### src/rtl/keypad_code_entry.sv
`default_nettype none
// ============================================================================
// Module      : keypad_code_entry
// Description : Bit-serial keypad front end for Digital_Lock. Builds a code,
//               presents it, judges the response and enforces a lockout.
// Revision    : 1.0 - initial release
// ============================================================================
module keypad_code_entry #(
    parameter int CODE_W         = 4,
    parameter int MAX_TRIES      = 3,
    parameter int LOCKOUT_CYCLES = 16
) (
    input  logic              clk,
    input  logic              reset,
    input  logic              key_valid,
    input  logic              key_bit,
    input  logic              key_clear,
    input  logic              key_enter,
    input  logic              unlock,
    input  logic              alarm,
    output logic [CODE_W-1:0] input_code,
    output logic              code_valid,
    output logic              granted,
    output logic              denied,
    output logic              lockout,
    output logic [3:0]        fail_count
);

    localparam int c_CNT_W = $clog2(CODE_W + 1);
    localparam logic [c_CNT_W-1:0] c_FULL     = c_CNT_W'(CODE_W);
    localparam logic [3:0]         c_MAX      = 4'(MAX_TRIES);
    localparam logic [15:0]        c_LOCK_LEN = 16'(LOCKOUT_CYCLES);

    typedef enum logic [2:0] {
        S_IDLE      = 3'd0,
        S_COLLECT   = 3'd1,
        S_PRESENT   = 3'd2,
        S_WAIT_RESP = 3'd3,
        S_LOCKOUT   = 3'd4
    } state_t;

    state_t               r_state;
    state_t               w_state_nx;
    logic [CODE_W-1:0]    r_shift;
    logic [CODE_W-1:0]    w_shift_nx;
    logic [CODE_W-1:0]    w_shift_in;
    logic [c_CNT_W-1:0]   r_bit_cnt;
    logic [c_CNT_W-1:0]   w_cnt_nx;
    logic [15:0]          r_timer;
    logic [15:0]          w_timer_nx;
    logic [CODE_W-1:0]    w_code_nx;
    logic [3:0]           w_fail_nx;
    logic [3:0]           w_fail_inc;
    logic                 w_granted_nx;
    logic                 w_denied_nx;

    assign w_shift_in = (r_shift << 1) | CODE_W'(key_bit);
    assign w_fail_inc = (fail_count == 4'd15) ? 4'd15 : fail_count + 4'd1;

    always_ff @(posedge clk) begin
        if (reset) begin
            r_state    <= S_IDLE;
            r_shift    <= '0;
            r_bit_cnt  <= '0;
            r_timer    <= '0;
            input_code <= '0;
            fail_count <= '0;
            code_valid <= 1'b0;
            granted    <= 1'b0;
            denied     <= 1'b0;
            lockout    <= 1'b0;
        end else begin
            r_state    <= w_state_nx;
            r_shift    <= w_shift_nx;
            r_bit_cnt  <= w_cnt_nx;
            r_timer    <= w_timer_nx;
            input_code <= w_code_nx;
            fail_count <= w_fail_nx;
            code_valid <= (w_state_nx == S_PRESENT);
            granted    <= w_granted_nx;
            denied     <= w_denied_nx;
            lockout    <= (w_state_nx == S_LOCKOUT);
        end
    end

    always_comb begin
        w_state_nx   = r_state;
        w_shift_nx   = r_shift;
        w_cnt_nx     = r_bit_cnt;
        w_timer_nx   = r_timer;
        w_code_nx    = input_code;
        w_fail_nx    = fail_count;
        w_granted_nx = 1'b0;
        w_denied_nx  = 1'b0;

        case (r_state)
            S_IDLE: begin
                // clear/enter outrank key_valid even though they do nothing here
                if (!key_clear && !key_enter && key_valid) begin
                    w_shift_nx = w_shift_in;
                    w_cnt_nx   = c_CNT_W'(1);
                    w_state_nx = S_COLLECT;
                end
            end
            S_COLLECT: begin
                if (key_clear) begin
                    w_state_nx = S_IDLE;
                end else if (key_enter) begin
                    if (r_bit_cnt == c_FULL) begin
                        w_code_nx  = r_shift;
                        w_state_nx = S_PRESENT;
                    end else begin
                        w_state_nx = S_IDLE;
                    end
                end else if (key_valid && (r_bit_cnt < c_FULL)) begin
                    w_shift_nx = w_shift_in;
                    w_cnt_nx   = r_bit_cnt + c_CNT_W'(1);
                end
            end
            S_PRESENT: begin
                w_state_nx = S_WAIT_RESP;
            end
            S_WAIT_RESP: begin
                if (unlock && !alarm) begin
                    w_granted_nx = 1'b1;
                    w_fail_nx    = 4'd0;
                    w_state_nx   = S_IDLE;
                end else begin
                    w_denied_nx = 1'b1;
                    w_fail_nx   = w_fail_inc;
                    if (alarm || (w_fail_inc >= c_MAX)) begin
                        w_timer_nx = c_LOCK_LEN;
                        w_state_nx = S_LOCKOUT;
                    end else begin
                        w_state_nx = S_IDLE;
                    end
                end
            end
            S_LOCKOUT: begin
                // timer counts LOCKOUT_CYCLES..1, one lockout cycle per value
                if (r_timer <= 16'd1) begin
                    w_timer_nx = 16'd0;
                    w_fail_nx  = 4'd0;
                    w_state_nx = S_IDLE;
                end else begin
                    w_timer_nx = r_timer - 16'd1;
                end
            end
            default: begin
                w_state_nx = S_IDLE;
            end
        endcase

        if (w_state_nx == S_IDLE) begin
            w_shift_nx = '0;
            w_cnt_nx   = '0;
        end
    end

endmodule
`default_nettype wire

### config.mk
export PLATFORM = sky130hd
export DESIGN_NAME = keypad_code_entry
export DESIGN_NICKNAME = d
export VERILOG_FILES = /design/src/rtl/keypad_code_entry.sv
export SDC_FILE = /design/constraint.sdc
export NUM_CORES = 1
export LEC_CHECK = 0
export BUFFER_PORTS_ARGS = -buffer_cell sky130_fd_sc_hd__buf_2
export CAP_MARGIN = 20
export CORE_MARGIN = 3
export CORE_UTILIZATION = 55
export CTS_CLUSTER_SIZE = 8
export DETAILED_ROUTE_END_ITERATION = 10
export GPL_ROUTABILITY_DRIVEN = 1
export MAX_ROUTING_LAYER = met4
export PLACE_DENSITY = 0.75
export SYNTH_ARGS = -nofsm -noshare
export SYNTH_HDL_FRONTEND = slang
export SYNTH_SLANG_ARGS = --single-unit
### constraint.sdc
create_clock -name clk -period 4.5 [get_ports clk]
set_clock_uncertainty 0.1 [all_clocks]
set_input_delay 0.45 -clock clk [delete_from_list [all_inputs] [get_ports clk]]
set_output_delay 0.45 -clock clk [all_outputs]
set_load 0.02 [all_outputs]
==> results_dict.tcl <==
set metrics [dict create \
    dp.cells 265 \
    final.setup.tns_ns 0 \
    grt_setup_unrepaired "no" \
    n_antenna_cell 0 \
    p_clk_share_pct 35.1 \
    vias 1634 \
    drv_slew 0 \
    cts_buffer_depth 2 \
    end_kind "flop" \
    internal_power_mw 0.418 \
    drt-wirelength-per-cell_um 13.8 \
    design.core.area_sq_um 3130 \
    syn_to_final_growth_pct 9.45 \
    fmax_ghz 0.359 \
    die_w_um 64.1 \
    ant_nets 0 \
    pwr-share-comb_pct 3.1 \
    finalSetupViolCount 0 \
    cts_tree "done" \
    drive_above_1_share_pct 17.5 \
    synth_edf_count 0 \
    swShare_pct 23.5 \
    cp_common_cell "or4_4" \
    grt_pass1_vias 1483 \
    gp_congestion 0.793 \
    drtIter0Drc 146 \
    power.share.sequential_pct 61.8 \
    p_leak_nw 0.931 \
    synth_ff_type "dfxtp_1" \
    p_switching_mw 0.128 \
    hold_viol 0 \
    maxSlewHeadroom_pct 49.9 \
    overflow 0 \
    final_cell_area_sq_um 2030 \
    utilization_pct 64.9 \
    track_usage_pct 20.5 \
    port_buffers 19 \
    ys_warn_count 0 \
    cts_sinks 38 \
    antenna_found_initial 0 \
    clk_latency_ns 0.35 \
    cts_resized 0 \
    cts_root_buffer "clkbuf_4" \
    grt_start_max_net_pins 20 \
    path_class "reg2reg" \
    fin_ws_ns 1.72 \
    fin_crit_ns 2.78 \
    worstPathArrival_ns 2.92 \
    synthesis.area_sq_um 1850 \
    ff2ff_setup_slack_ns 1.72 \
    synthArstFlopShare_pct 0 \
    post_cts_buffers 0 \
    hold_depth 3 \
    routed_wl_um 3770 \
    die-area_sq_um 4100 \
    postSynthAreaPerCell_sq_um 8.83 \
    crit_path_start_kind "flop" \
    synth-seq-area-share_pct 41.0 \
    ioPinCount 20 \
    cp_slowest_cell "o21ai_1" \
    ctsHoldBuffers 0 \
    worstHoldEndpoint "r_shift[0]$_SDFFE_PP0P_" \
    ys_seq_elements 38 \
    die_h_um 64.1 \
    nets 241 \
    power_density_nw_per_um2 269 \
    rows 20 \
    pre_cts_ws_ns 1.71 \
    vias_per_cell 5.99 \
    synth_nets 223 \
    placed_area_sq_um 1970 \
    worst_pin_slew_ns 0.746 \
    max_cap_violations 0 \
    cts_buffers 5 \
    route.detailed.drc 0 \
    dp_hpwl_um 2730 \
    clk_pin_slew_ns 0.12 \
    htreeDepth 2 \
    syn_inst 210 \
    fillers 280 \
    worst_path_largest_cell_delay_ns 0.62 \
    path_cells "or4_4, or4_4, o21ai_1, o211a_1, nor2_1" \
    reg2reg_from "r_timer[6]$_SDFFE_PP0P_" \
    crit_required_ns 4.64 \
    status "completed" \
    yosys.cell_types.count 52 \
    first_pass_iters 4 \
    worstReg2RegEnd "r_bit_cnt[1]$_SDFFE_PP0P_" \
    grt_pass1_wl_um 6560 \
    floorplan.initialDensity_pct 59.3 \
    path_max_fanout 11 \
    fin_cells 273 \
    fin_crit_sh_pct 61.8 \
    hp-start "key_bit" \
    ir_drop_mv 0.227 \
    min-delay-path-class "in2reg" \
    reg2reg_depth 5 \
]
-- cell usage in the layout (no fill, tap or decap), types with 2 or more instances in the layout --
cell and n:
nor4_1 3, and3_1 6, a21o_1 4, o21ai_0 5, or4_4 3, ha_1 5, o21ai_1 2, nor2_1 25
or3_1 4, nand3_1 7, or2_2 3, nor3_1 10, xor2_1 2, inv_1 10, a22o_2 3, o21a_1 2
nand4_1 3, o211ai_1 2, a221o_1 2, mux2i_1 10, buf_2 19, o22ai_1 3, a211oi_1 2, nand2b_1 3
a31oi_1 3, nand3b_1 4, nand2_1 7, clkbuf_4 5, a21oi_1 9, dfxtp_1 38, a211o_1 3
-- how the worst max path moves through the flow --
stage	startpoint	end	slack [ns]	cells after the start
2_1_floorplan	r_timer[6]$_SDFFE_PP0P_	r_timer[14]$_SDFFE_PP0P_	2.15	6
4_1_cts	r_timer[6]$_SDFFE_PP0P_	r_bit_cnt[1]$_SDFFE_PP0P_	1.70	5
3_3_place_gp	r_timer[6]$_SDFFE_PP0P_	r_bit_cnt[2]$_SDFFE_PP0P_	1.83	5
6_report	r_timer[6]$_SDFFE_PP0P_	r_bit_cnt[1]$_SDFFE_PP0P_	1.72	5
3_5_place_dp	r_timer[6]$_SDFFE_PP0P_	r_bit_cnt[1]$_SDFFE_PP0P_	1.71	5
5_1_grt	r_timer[6]$_SDFFE_PP0P_	r_bit_cnt[1]$_SDFFE_PP0P_	1.57	5
-- power groups by stage --
stage                     clock [mW]  sequential [mW]  combinational [mW]
final                          0.192            0.337              0.0171
after global routing           0.216            0.338              0.0187
after CTS                      0.196            0.337              0.0170
after detailed placement           0            0.345              0.0169
after global placement             0            0.345              0.0161
after floorplan                    0            0.344              0.0119
-- cells in the mapped netlist, types with 2 or more instances --
cell       n  area share, %
a21oi_1    9            2.4
nor3_1    10            2.7
a211o_1    3            1.4
a22o_2     3            1.6
a31oi_1    3            1.0
a211oi_1   2           0.81
a221o_1    2            1.1
o21ai_1    2           0.54
o21ai_0    5            1.3
nand4_1    3            1.0
o211ai_1   2           0.81
nand3_1    7            1.9
o21a_1     2           0.81
xor2_1     2           0.94
o22ai_1    3            1.0
a21o_1     4            1.6
nor4_1     3            1.0
or3_1      4            1.3
or2_2      3            1.0
or4_4      3            1.8
ha_1       5            3.4
and3_1     6            2.0
nand2_1    7            1.4
clkbuf_1   5            1.0
nand3b_1   4            1.6
dfxtp_1   38             41
nand2b_1   3            1.0
inv_1     10            2.0
nor2_1    25            5.1
mux2i_1   10            5.4
-- logic make-up (layout without fill, tap and decap cells) --
group / after synthesis / in the layout / share of synthesized area [%]
DFF: 38 / 38 / 41.0
xor gates and xnor gates: 3 / 3 / 1.42
AOI/OAI and AO/OA: 48 / 48 / 18.3
adders and majority gates: 5 / 5 / 3.37
buffers and inverters: 18 / 37 / 4.12
muxes: 10 / 10 / 5.40
and+or+nand+nor: 88 / 88 / 26.4
-- sequential cells by signal, indices dropped and copies added (netlist names) --
name        count
r_timer        16
fail_count      4
input_code      4
r_shift         4
r_bit_cnt       3
r_state         3
code_valid      1
denied          1
granted         1
lockout         1
-- layer usage --
layer	wire length, um	track usage [%]
met5	0	-
met2	1820	33.8
met4	30	5.66
met3	205	5.27
met1	1720	24.6
-- cell type report --
cell class              instances  area, sq um  share of cell area (%)
multi-input cells             154         1020                    50.1
flip-flops and latches         38          761                    37.5
repair buffers                 19         95.1                    4.69
well taps                      44         55.1                    2.71
clock buffers                   6         51.3                    2.53
inverters                      10         37.5                    1.85
clock inverters                 2         12.5                   0.617
-- critical path, delay by kind of cell, from the launching register on --
kind / cells / cell delay (ns)
flip-flops: 1 / 0.39
AO/OA/AOI/OAI: 2 / 1.01
AND/OR/NAND/NOR: 3 / 1.18
-- per-stage QoR --
| stage | hold WS (ns) | power (mW) |
|---|---|---|
| CTS | 0.214 | 0.550 |
| detailed placement | 0.373 | 0.362 |
| global placement | 0.365 | 0.361 |
| floorplan | 0.356 | 0.356 |
| global route | 0.235 | 0.572 |
| finish | 0.224 | 0.546 |
No activity file was read; power rests on OpenSTA's default activity.
